--- src/rtl/alarm_clock.sv ---
// -----------------------------------------------------------------------------
// alarm_clock
//
// Single-clock time-of-day core with an integrated alarm.  Contains the
// seconds prescaler, the hh:mm:ss counter, the set/edit logic for both the
// time and the alarm, the alarm/chime alert timer and the BCD display
// conversion (24-hour or 12-hour with pm flag).
//
// Parameters
//   TICKS_PER_SEC  clk cycles per one-second tick (>= 2)
//   H12            1 = 12-hour display with pm flag, 0 = 24-hour display
//   ALERT_SECS     seconds the alarm stays asserted without ack (1..255)
//   CHIME          1 = one-second alert pulse at every hour rollover
//
// Ports
//   clk       in   system clock
//   reset     in   asynchronous active-low reset
//   mode      in   00 run, 01 set time, 10 set alarm, 11 run
//   turn      in   level; each rising edge advances the edit field
//   change    in   level; each rising edge increments the edit field
//   alarm_en  in   arms the alarm; low also silences an active alert
//   ack       in   high clears an active alert
//   hour      out  BCD hour (00-23, or 01-12 when H12=1)
//   minute    out  BCD minute 00-59
//   second    out  BCD second 00-59
//   sel       out  current edit field: 0 hour, 1 minute, 2 second
//   pm        out  PM flag (H12=1 only, else 0)
//   alert     out  registered buzzer drive
// -----------------------------------------------------------------------------
module alarm_clock #(
    parameter int TICKS_PER_SEC = 50000000,
    parameter bit H12           = 1'b0,
    parameter int ALERT_SECS    = 60,
    parameter bit CHIME         = 1'b1
) (
    input  logic       clk,
    input  logic       reset,
    input  logic [1:0] mode,
    input  logic       turn,
    input  logic       change,
    input  logic       alarm_en,
    input  logic       ack,
    output logic [7:0] hour,
    output logic [7:0] minute,
    output logic [7:0] second,
    output logic [1:0] sel,
    output logic       pm,
    output logic       alert
);

    localparam int              PW             = (TICKS_PER_SEC > 2) ? $clog2(TICKS_PER_SEC) : 1;
    localparam logic [PW-1:0]   PRESC_MAX      = PW'(TICKS_PER_SEC - 1);
    localparam logic [7:0]      ALERT_LOAD     = 8'(ALERT_SECS);
    localparam logic [1:0]      MODE_SET_TIME  = 2'b01;
    localparam logic [1:0]      MODE_SET_ALARM = 2'b10;

    // -------------------------------------------------------------------------
    // Helper functions
    // -------------------------------------------------------------------------
    function automatic logic [4:0] inc_hour(input logic [4:0] v);
        return (v >= 5'd23) ? 5'd0 : v + 5'd1;
    endfunction

    function automatic logic [5:0] inc_min_sec(input logic [5:0] v);
        return (v >= 6'd59) ? 6'd0 : v + 6'd1;
    endfunction

    // Binary 0..59 to two BCD digits by repeated subtraction of ten.
    function automatic logic [7:0] to_bcd(input logic [5:0] v);
        logic [3:0] tens;
        logic [5:0] rem;
        tens = 4'd0;
        rem  = v;
        for (int i = 0; i < 5; i++) begin
            if (rem >= 6'd10) begin
                rem  = rem - 6'd10;
                tens = tens + 4'd1;
            end
        end
        return {tens, rem[3:0]};
    endfunction

    // -------------------------------------------------------------------------
    // State
    // -------------------------------------------------------------------------
    logic [PW-1:0] presc_q, presc_d;
    logic [4:0]    t_h_q, t_h_d;
    logic [5:0]    t_m_q, t_m_d;
    logic [5:0]    t_s_q, t_s_d;
    logic [4:0]    a_h_q, a_h_d;
    logic [5:0]    a_m_q, a_m_d;
    logic [1:0]    sel_q, sel_d;
    logic [1:0]    mode_q;
    logic          turn_q, change_q;
    logic [7:0]    cnt_q, cnt_d;
    logic          alert_q;

    // -------------------------------------------------------------------------
    // Combinational control
    // -------------------------------------------------------------------------
    logic       set_time, set_alarm, mode_chg;
    logic       turn_p, change_p, tick;
    logic [4:0] inc_h;
    logic [5:0] inc_m, inc_s;
    logic       alarm_hit, chime_hit;

    always_comb begin
        set_time  = (mode == MODE_SET_TIME);
        set_alarm = (mode == MODE_SET_ALARM);
        mode_chg  = (mode != mode_q);
        // Edges landing on the same edge as a mode switch are dropped.
        turn_p    = turn   & ~turn_q   & ~mode_chg;
        change_p  = change & ~change_q & ~mode_chg;
        tick      = ~set_time && (presc_q == PRESC_MAX);
    end

    // Time value that a tick would produce, with carries rippling through.
    always_comb begin
        inc_h = t_h_q;
        inc_m = t_m_q;
        inc_s = inc_min_sec(t_s_q);
        if (t_s_q >= 6'd59) begin
            inc_m = inc_min_sec(t_m_q);
            if (t_m_q >= 6'd59) begin
                inc_h = inc_hour(t_h_q);
            end
        end
    end

    // Trigger conditions evaluate the post-tick time.  tick is already
    // suppressed in set-time mode, so no separate mode qualifier is needed.
    always_comb begin
        alarm_hit = tick && alarm_en && (inc_h == a_h_q) && (inc_m == a_m_q)
                    && (inc_s == 6'd0);
        chime_hit = CHIME && tick && (inc_m == 6'd0) && (inc_s == 6'd0) && ~alert_q;
    end

    always_comb begin
        presc_d = presc_q;
        t_h_d   = t_h_q;
        t_m_d   = t_m_q;
        t_s_d   = t_s_q;
        a_h_d   = a_h_q;
        a_m_d   = a_m_q;
        sel_d   = sel_q;

        if (set_time || tick) begin
            presc_d = '0;
        end else begin
            presc_d = presc_q + 1'b1;
        end

        if (tick) begin
            t_h_d = inc_h;
            t_m_d = inc_m;
            t_s_d = inc_s;
        end

        if (mode_chg) begin
            sel_d = 2'd0;
        end else if (set_time) begin
            if (turn_p) begin
                sel_d = (sel_q >= 2'd2) ? 2'd0 : sel_q + 2'd1;
            end
            // Field edits wrap without carrying into the next field.
            if (change_p) begin
                case (sel_q)
                    2'd0:    t_h_d = inc_hour(t_h_q);
                    2'd1:    t_m_d = inc_min_sec(t_m_q);
                    default: t_s_d = inc_min_sec(t_s_q);
                endcase
            end
        end else if (set_alarm) begin
            if (turn_p) begin
                sel_d = (sel_q == 2'd0) ? 2'd1 : 2'd0;
            end
            if (change_p) begin
                if (sel_q == 2'd0) begin
                    a_h_d = inc_hour(a_h_q);
                end else begin
                    a_m_d = inc_min_sec(a_m_q);
                end
            end
        end
    end

    // Alert timer: clearing beats a same-cycle trigger, and the alarm beats
    // the chime when both land on the same tick.
    always_comb begin
        cnt_d = cnt_q;
        if (ack || ~alarm_en) begin
            cnt_d = 8'd0;
        end else if (alarm_hit) begin
            cnt_d = ALERT_LOAD;
        end else if (chime_hit) begin
            cnt_d = 8'd1;
        end else if (tick && (cnt_q != 8'd0)) begin
            cnt_d = cnt_q - 8'd1;
        end
    end

    // -------------------------------------------------------------------------
    // Registers
    // -------------------------------------------------------------------------
    always_ff @(posedge clk or negedge reset) begin
        if (!reset) begin
            presc_q  <= '0;
            t_h_q    <= 5'd0;
            t_m_q    <= 6'd0;
            t_s_q    <= 6'd0;
            a_h_q    <= 5'd0;
            a_m_q    <= 6'd0;
            sel_q    <= 2'd0;
            mode_q   <= 2'd0;
            turn_q   <= 1'b0;
            change_q <= 1'b0;
            cnt_q    <= 8'd0;
            alert_q  <= 1'b0;
        end else begin
            presc_q  <= presc_d;
            t_h_q    <= t_h_d;
            t_m_q    <= t_m_d;
            t_s_q    <= t_s_d;
            a_h_q    <= a_h_d;
            a_m_q    <= a_m_d;
            sel_q    <= sel_d;
            mode_q   <= mode;
            turn_q   <= turn;
            change_q <= change;
            cnt_q    <= cnt_d;
            alert_q  <= (cnt_d != 8'd0);
        end
    end

    // -------------------------------------------------------------------------
    // Display conversion (combinational from registers and mode)
    // -------------------------------------------------------------------------
    logic [4:0] disp_h, hour12;
    logic [5:0] disp_m, disp_s;
    logic       pm_int;

    always_comb begin
        disp_h = t_h_q;
        disp_m = t_m_q;
        disp_s = t_s_q;
        if (set_alarm) begin
            disp_h = a_h_q;
            disp_m = a_m_q;
            disp_s = 6'd0;
        end

        hour12 = disp_h;
        pm_int = 1'b0;
        if (H12) begin
            pm_int = (disp_h >= 5'd12);
            if (disp_h == 5'd0) begin
                hour12 = 5'd12;
            end else if (disp_h > 5'd12) begin
                hour12 = disp_h - 5'd12;
            end
        end

        hour   = to_bcd({1'b0, hour12});
        minute = to_bcd(disp_m);
        second = to_bcd(disp_s);
        pm     = pm_int;
    end

    assign sel   = sel_q;
    assign alert = alert_q;

endmodule

--- config.mk ---
export PLATFORM = sky130hd
export DESIGN_NAME = alarm_clock
export DESIGN_NICKNAME = d
export VERILOG_FILES = /design/src/rtl/alarm_clock.sv
export SDC_FILE = /design/constraint.sdc
export NUM_CORES = 1
export LEC_CHECK = 0
export ABC_AREA = 0
export BUFFER_PORTS_ARGS = -buffer_cell sky130_fd_sc_hd__clkbuf_2
export CAP_MARGIN = 20
export CORE_ASPECT_RATIO = 1.1
export CORE_UTILIZATION = 60
export CTS_BUF_LIST = sky130_fd_sc_hd__clkbuf_4 sky130_fd_sc_hd__clkbuf_8 sky130_fd_sc_hd__clkbuf_16
export CTS_CLUSTER_DIAMETER = 120
export CTS_CLUSTER_SIZE = 14
export DETAILED_ROUTE_END_ITERATION = 10
export PLACE_DENSITY_LB_ADDON = 0.12
export SYNTH_ARGS = -nofsm -noshare
export SYNTH_HDL_FRONTEND = slang
export SYNTH_SLANG_ARGS = --single-unit
--- constraint.sdc ---
create_clock -name clk -period 12.3 [get_ports clk]
set_input_delay 2.46 -clock clk [delete_from_list [all_inputs] [get_ports clk]]
set_output_delay 2.46 -clock clk [all_outputs]
set_load 0.05 [all_outputs]
Word-level counts from Yosys, hierarchy flattened:

Cells that the tools add are included.
W data, S select, Z words.

* reductions and logical operators: 22
* equality and inequality tests: 7
* muxes and demuxes: 68
* $lt $le $gt $ge: 21
* add/sub/neg operators: 35
* bitwise logic cells: 11

Operators with widths (number)
* $mux W6: 28
* $ge A6 B4 Y1 const B: 14
* $sub A6 B4 Y6 const B: 11
* $mux W4: 15
* $mux W5: 10
* $add A4 B1 Y4 const B: 12
* $mux W8: 4
* $add A26 B1 Y26 const B: 1
* $eq A26 B26 Y1 const B: 1
* $mux W26: 1
* $add A6 B1 Y6 const B: 3
* $ge A6 B6 Y1 const B: 3
* $reduce_bool A8 Y1: 2
* $logic_not A6 Y1: 2
* $mux W2: 6
* $sub A4 B4 Y4 const B: 3
* $add A5 B1 Y5 const B: 2
* $ge A5 B5 Y1 const B: 2
* $reduce_and A5 Y1: 2
* $logic_and A1 B1 Y1: 9
* $sub A8 B1 Y8 const B: 1
* $not A1 Y1: 7
* $eq A6 B6 Y1: 1
* $sub A5 B4 Y6 const B: 1
* other kinds (15): 23

* bits in registers: 69
* output and inout bits: 28
* word-level logic and storage cells: 176
* bits of input ports: 8

Longest topological paths before layout:

Gate-level depths: netlist (run 1).

* word-level depth: 12
* depth in mapped cells: 35
* depth with buffers taken out: 30

Least setup slack after synthesis (run 1):

No wires, ideal clock.

* kind: input -> output
* start point: input mode[0]
* end point: output second[6]
* stages on the path: 34
* slack: 0.525 ns
* required time: 9.840 ns
* arrival time: 9.315 ns
* buffers on the path: 6
* cell sequence: inv_1 -> ha_1 -> buf_2 -> buf_4 -> buf_2 -> clkbuf_1 -> nor2_1 -> ha_1 -> nor2b_1 -> o21a_1 -> or2_2 -> o21ai_0 -> inv_1 -> ha_1 -> a222oi_1 -> nand2b_1 -> o22a_1 -> buf_4 -> mux2_2 -> inv_1 -> ha_1 -> or4_1 -> a221oi_1 -> and3_4 -> and2_2 -> clkbuf_1 -> xnor2_1 -> ha_1 -> mux2_4 -> ha_1 -> inv_1 -> or2_0 -> o22ai_1 -> xnor2_1

* longest elaborated chain between the ends: 12
* elaborated cells between the ends (all ways): 24
* classes of those cells: 8 x add/sub; 5 x order compare; 1 x eq/ne; 10 x mux

Ends and longest elaborated chain
* start, declared: line 38 `input logic [1:0] mode,`
* $eq A2 B2 Y1 *: line 109 `set_alarm = (mode == MODE_SET_ALARM);`
* $mux W6 *: line 246 `if (set_alarm) begin`
* $sub A6 B4 Y6 / $ge A6 B4 Y1 (equally long branches): line 76, 75
* $mux W6 / $mux W1 (equally long branches): line 75 `if (rem >= 6'd10) begin`
* $sub A6 B4 Y6, or another cell as far along: line 76 `rem = rem - 6'd10;`
* $mux W6 / $mux W4 (equally long branches): line 75
* $sub A6 B4 Y6, or another cell as far along: line 76
* $mux W6 / $mux W4 (equally long branches): line 75
* $sub A6 B4 Y6, or another cell as far along: line 76
* $mux W6 / $mux W4 (equally long branches): line 75
* $ge A6 B4 Y1 / $add A4 B1 Y4 (equally long branches): line 75, 77
* $mux W4 *: line 75
* end, declared: line 45 `output logic [7:0] second,`

Every way passes the cells marked *; elsewhere a longest branch is shown, timed or not.

Final worst setup path (run 1):

* start point: input mode[0]
* end point: output minute[6]

* longest elaborated chain between the ends: 12
* elaborated cells between the ends (all ways): 24
* classes of those cells: 8 x add/sub; 5 x order compare; 1 x eq/ne; 10 x mux

Ends and longest elaborated chain
* $eq A2 B2 Y1 *: line 109
* $mux W6 *: line 246
* $sub A6 B4 Y6 / $ge A6 B4 Y1 (equally long branches): line 76, 75
* $mux W6 / $mux W1 (equally long branches): line 75
* $sub A6 B4 Y6, or another cell as far along: line 76
* $mux W6 / $mux W4 (equally long branches): line 75
* $sub A6 B4 Y6, or another cell as far along: line 76
* $mux W6 / $mux W4 (equally long branches): line 75
* $sub A6 B4 Y6, or another cell as far along: line 76
* $mux W6 / $mux W4 (equally long branches): line 75
* $ge A6 B4 Y1 / $add A4 B1 Y4 (equally long branches): line 75, 77
* $mux W4 *: line 75
* end, declared: line 44 `output logic [7:0] minute,`

Marks and branches as above.

==> metrics.cfg, run 1 <==
[place]
port_buffers = 34
globalplace.congestion = 0.891
dp_hpwl_um = 11900

[finish]
drive_above_1_share = 0.116
diodes = 0
layout.nets = 929
utilization = 0.668
area_delta_synth_final_pct = 6.65
fill_cells = 948

[grt]
grt_pass1_wl_um = 27600
grt.overflow.total = 0
grt_pass1_vias = 6226
antenna_found_initial = 0
grtUsageTotal = 0.276
grt_max_degree = 70

[detailed_routing]
wire_per_inst_um = 15.4
drt-total-wl_um = 16000
drc = 0
drtIter0Drc = 457
drtAntennaViolNets = 0
via_per_inst = 6.23
dr.pass1.iters = 5
vias = 6469

[critical_path]
critPathTopFamily = compound AO/OA/AOI/OAI gates
crit_required_ps = 9840
cp.arrival_ps = 9270
crit_slowest_cell = a21o_1
path_buf_inv = 6
crit_path_frequent_cell = ha_1
end_kind = output pin
critical_path_class = in -> out
startpoint_type = primary input
max_stage_delay_ps = 390
critPathMaxFanout = 30

[logic_synthesis]
syn_inst = 882
synth_seq_cells = 69
synth.distinct_cells = 94
synth_most_common_cell = nor2_1
synth_area_leader_cell = dfrtp_1
ys_top_cells_by_count = nor2_1 (79), nand2_1 (73), dfrtp_1 (69), o21ai_0 (67), a21oi_1 (49)
async_reset_ff_frac = 1.00
yosysSeqAreaShare = 0.249
synthDominantCellAreaShare = 0.249
synth-edff-count = 0
postSynthAreaPerCell_um2 = 7.85
syn_area_um2 = 6930
synth_area_leaders = dfrtp_1 (25%), ha_1 (6.3%), o21ai_0 (4.8%)
synth_ff_type = dfrtp_1
syn_nets = 925
ys_warn_count = 0

[clocking]
hold_buffers = 0
cts_buffer_depth = 2
cts_tree = built
cts.htree.levels = 3
clk_latency_ps = 340
cts_root_buf = clkbuf_16
cts_setup_buffers = 0
cts_sinks = 69
path_clk_slew_ps = 60
cts-resized-gates = 0
cts_buffers = 9

[timing]
post-route-min-period_ps = 11730
max_freq_mhz = 85.3
worst_slew_pin_slew_ps = 901
slew_headroom = 0.394
maxSlewViolCount = 0
period_share = 0.954
fin_skew_ps = 7.58
finalSetupViolCount = 0
rsz0062_at_grt = false
final_hold_viol_count = 0
finalSetupTns_ps = 0

[die]
coreArea_um2 = 11100
io_pins = 36
rows = 40
initial_core_util = 0.626
dieArea_um2 = 12000
die_w_um = 104
die_y_um = 115

[job]
cap_violations = 0

[worst_hold_path]
holdCritPathClass = reg -> reg

[run_status]
status = finished, final reports clean

[power]
p_leak_nw = 3.24
powerDensity_nw_per_um2 = 128
ir_drop_v = 0.000255

## power breakdown
group / switching (W) / total (W) / leakage, nW / internal [W]
Combinational: 0.000297 / 0.000444 / 2.17 / 0.000147
Sequential: 0.0000225 / 0.000263 / 0.928 / 0.000240
Clock: 0.0000984 / 0.000243 / 0.139 / 0.000144
Total: 0.000418 / 0.000949 / 3.24 / 0.000531
## cell families (layout without fill, tap and decap cells)
logic type                 Yosys count  after routing  share of synthesized area
AOI/OAI and AO/OA                  235            235                      0.226
muxes                               43             43                     0.0668
xor gates and xnor gates            68             68                     0.0871
DFF                                 69             69                      0.249
other                                1              1                   0.000541
adders and majority gates           37             37                     0.0661
buffers and inverters               88             97                     0.0529
and+or+nand+nor                    341            341                      0.251
## routing by layer
layer	GRT usage	wire length, µm
met2	0.494	7770
met3	0.0341	602
met4	0.0962	316
met1	0.345	7330
met5	0	0
## sequential cells by signal, indices dropped and copies added, names as in the netlist
register,count
presc_q,26
cnt_q,8
a_m_q,6
t_m_q,6
t_s_q,6
a_h_q,5
t_h_q,5
mode_q,2
sel,2
alert,1
change_q,1
turn_q,1
## final timing paths
check | start | end | slack (ps) | cells past startpoint
hold / removal | presc_q[0]$_DFF_PN0_ | presc_q[0]$_DFF_PN0_ | 480 | 1
min in group asynchronous | reset | presc_q[4]$_DFF_PN0_ | 2320 | 2
hold reg to reg | presc_q[0]$_DFF_PN0_ | presc_q[0]$_DFF_PN0_ | 480 | 1
max in group asynchronous | reset | a_m_q[5]$_DFFE_PN0P_ | 9410 | 2
setup reg to reg | t_m_q[0]$_DFF_PN0_ | cnt_q[2]$_DFF_PN0_ | 8740 | 9
setup / recovery | mode[0] | minute[6] | 570 | 28
## area by class of cell
type / count / area, µm² / area share
multi-input combinational: 725 / 4830 / 0.654
sequential: 69 / 1730 / 0.234
clock buffer: 11 / 246 / 0.0334
timing repair buffer: 38 / 200 / 0.0271
tap: 147 / 184 / 0.0249
inverter: 43 / 161 / 0.0218
clock inverter: 5 / 35.0 / 0.00474
## through the flow
step | instance area (µm²) | power [W] | std cells | setup slack [ps] | hold WS (ps)
global placement | 7110 | 0.000689 | 1022 | 1010 | 475
finish | 7390 | 0.000949 | 1038 | 572 | 482
detailed placement | 7110 | 0.000706 | 1022 | 705 | 479
global route | 7390 | 0.00101 | 1038 | 98.9 | 512
CTS | 7390 | 0.000952 | 1038 | 670 | 486
floorplan | 6930 | 0.000622 | 882 | 525 | 447
## placed cells by master, fill, tap and decap left out, drive strengths merged, types with 6 or more instances in the layout
| cell type | Yosys | final |
|---|---|---|
| nor2 | 79 | 79 |
| nand2 | 73 | 73 |
| o21ai | 71 | 71 |
| dfrtp | 69 | 69 |
| a21oi | 50 | 50 |
| nand3 | 46 | 46 |
| inv | 43 | 44 |
| clkbuf | 34 | 44 |
| xnor2 | 38 | 38 |
| ha | 35 | 35 |
| nor3 | 31 | 31 |
| xor2 | 30 | 30 |
| mux2i | 29 | 29 |
| a31oi | 14 | 14 |
| or3 | 14 | 14 |
| and3 | 14 | 14 |
| mux2 | 14 | 14 |
| nand2b | 12 | 12 |
| or2 | 11 | 11 |
| nor2b | 10 | 10 |
| nor3b | 9 | 9 |
| a21o | 9 | 9 |
| o22ai | 8 | 8 |
| a211oi | 8 | 8 |
| nor4 | 8 | 8 |
| o21a | 7 | 7 |
| nand4 | 7 | 7 |
| o211ai | 6 | 6 |
Note: power is estimated with default switching activity, not from simulation.
==> run 2, diff against run 1 <==
--- a/config.mk
+++ b/config.mk
@@ -10,7 +10,6 @@
 export CAP_MARGIN = 20
 export CORE_ASPECT_RATIO = 1.1
 export CORE_UTILIZATION = 60
-export CTS_BUF_LIST = sky130_fd_sc_hd__clkbuf_4 sky130_fd_sc_hd__clkbuf_8 sky130_fd_sc_hd__clkbuf_16
 export CTS_CLUSTER_DIAMETER = 120
 export CTS_CLUSTER_SIZE = 14
 export DETAILED_ROUTE_END_ITERATION = 10
==> run 2 against run 1 <==
Effect of this change:
- non-clock buffer count stayed put
- combinational power is essentially flat
- cell area is essentially flat
- largest cell class unchanged
==> metrics.cfg, run 2 (synthesis gave the netlist of run 1 again) <==
[run_status]
status = finished, final reports clean

[detailed_routing]
wire_per_inst_um = 15.5  ; +0.19%
via_per_inst = 6.23  ; about the same
dr.pass1.iters = 5  ; unchanged
drt-total-wl_um = 16000  ; +0.19%
drtAntennaViolNets = 0  ; unchanged
drc = 0  ; unchanged
vias = 6471  ; +0.031%
drtIter0Drc = 457  ; unchanged

[place]
dpl_cell_area_um2 = 7110  ; unchanged
port_buffers = 34  ; unchanged
dp_hpwl_um = 11900  ; unchanged
globalplace.congestion = 0.891  ; unchanged

[finish]
fin_area_um2 = 7380  ; about the same
drive_above_1_share = 0.114  ; -0.00112
layout.nets = 929  ; unchanged
final_cell_mix = nor2_1 (79), nand2_1 (73), dfrtp_1 (69), o21ai_0 (67), a21oi_1 (49)
largest_register_ffs = 26  ; unchanged
final_common_cell = nor2_1
diodes = 0  ; unchanged
area_delta_synth_final_pct = 6.59  ; about the same
top_regs = presc_q: 26 flops, cnt_q: 8 flops
multiInputGateArea_um2 = 4830  ; unchanged
area.sequential_um2 = 1730  ; unchanged
top_register = presc_q
fill_cells = 950  ; +0.21%

[clocking]
path_clk_slew_ps = 60  ; about the same
cts-resized-gates = 0  ; unchanged
cts.htree.levels = 3  ; unchanged
cts_tree = built
hold_buffers = 0  ; unchanged
cts_buffers = 9  ; unchanged
cts_setup_buffers = 0  ; unchanged
cts_sinks = 69  ; unchanged
clk_latency_ps = 340  ; about the same
cts_root_buf = clkbuf_16
cts_buffer_depth = 2  ; unchanged

[critical_path]
critPathMaxFanout = 30  ; unchanged
r2r-start = t_m_q[0]$_DFF_PN0_
r2r_end = cnt_q[2]$_DFF_PN0_
end_kind = output pin
reg2reg_depth = 9  ; unchanged
regToRegSetupSlack_ps = 8750  ; about the same
crit_required_ps = 9840  ; about the same
critical_path_class = in -> out
cp.arrival_ps = 9270  ; about the same
startpoint_type = primary input

[worst_hold_path]
whs_path_depth = 1  ; unchanged
holdCritPathClass = reg -> reg
min_to = presc_q[0]$_DFF_PN0_
hold_path_startpoint = presc_q[0]$_DFF_PN0_

[timing]
rsz0062_at_grt = false
post-route-min-period_ps = 11730  ; +1.39 ps
finalSetupTns_ps = 0  ; unchanged
period_share = 0.954  ; about the same
max_freq_mhz = 85.3  ; about the same
maxSlewViolCount = 0  ; unchanged
worst_slew_pin_slew_ps = 899  ; -2.30 ps
final_hold_viol_count = 0  ; unchanged
finalSetupViolCount = 0  ; unchanged
fin_skew_ps = 7.58  ; -0.000440 ps
slew_headroom = 0.396  ; +0.00155

[power]
powerDensity_nw_per_um2 = 128  ; -0.19%
ir_drop_v = 0.000255  ; about the same
p_leak_nw = 3.24  ; -0.11%

[grt]
grt_pass1_wl_um = 27600  ; unchanged
grt_max_degree = 70  ; unchanged
grtUsageTotal = 0.276  ; unchanged
antenna_found_initial = 0  ; unchanged
grt_pass1_vias = 6226  ; unchanged
grt.overflow.total = 0  ; unchanged

[die]
coreArea_um2 = 11100  ; unchanged
die_w_um = 104  ; unchanged
rows = 40  ; unchanged
dieArea_um2 = 12000  ; unchanged
io_pins = 36  ; unchanged
die_y_um = 115  ; unchanged
initial_core_util = 0.626  ; unchanged

[job]
cap_violations = 0  ; unchanged

[run 2: cell types whose count changed in the layout (fill, tap and decap cells not counted)]
cell	delta
clkbuf_1	+1
clkbuf_4	-1
[run 2: worst max-delay path: stages]
cell,delay (ps)
clkbuf_2,120
inv_1,90
ha_1,380
buf_4,380
mux2i_1,380
inv_1,150
ha_1,270
a22oi_1,260
o21ai_0,200
mux2i_1,200
ha_1,260
a211oi_1,210
o221ai_1,210
or2_1,370
xnor2_2,220
ha_1,200
and2_1,160
o32ai_1,320
a21o_1,390
xor2_1,250
inv_1,110
ha_1,300
mux2_1,330
ha_1,220
o2111a_1,140
a211oi_1,240
xor2_1,170
clkbuf_2,290
[run 2: layer usage]
metal	vias up	part of all wire	wire (µm)	GRT usage
li1	3220	-	-	-
met1	3081	0.46	7320	0.345
met2	144	0.49	7810	0.494
met3	26	0.038	608	0.0341
met4	0	0.020	316	0.0962
met5	-	0	0	0
[run 2: power breakdown]
part / leakage (nW) / total [W] / switching (W) / internal [W]
sequential: 0.928 / 0.000263 / 0.0000225 / 0.000240
combinational: 2.17 / 0.000444 / 0.000297 / 0.000147
clock: 0.136 / 0.000240 / 0.0000982 / 0.000142
total: 3.24 / 0.000947 / 0.000418 / 0.000529
[run 2: worst max-delay path by stage]
| stage | startpoint | cells past startpoint | endpoint |
|---|---|---|---|
| after global routing | mode[0] | 27 | minute[6] |
| after CTS | mode[0] | 28 | minute[6] |
| after detailed placement | mode[0] | 28 | minute[6] |
| after global placement | mode[0] | 31 | second[6] |
| final | mode[0] | 28 | minute[6] |
| after floorplan | mode[0] | 34 | second[6] |
[run 2: final cells by class]
cell class / instances / share of cell area
multi-input combinational: 725 / 0.655
clock buffer: 11 / 0.0329
timing repair buffer: 38 / 0.0271
sequential: 69 / 0.234
tap: 147 / 0.0249
inverter: 43 / 0.0219
clock inverter: 5 / 0.00474
[run 2: per-stage QoR]
stage	util	power [W]	instances	hold slack (ps)	setup WS [ps]
after global placement	0.643	0.000689	1022	475	1010
after detailed placement	0.643	0.000706	1022	479	705
after global routing	0.668	0.00101	1038	512	98.9
final	0.668	0.000947	1038	482	570
after floorplan	-	0.000622	882	447	525
after CTS	0.668	0.000949	1038	486	670
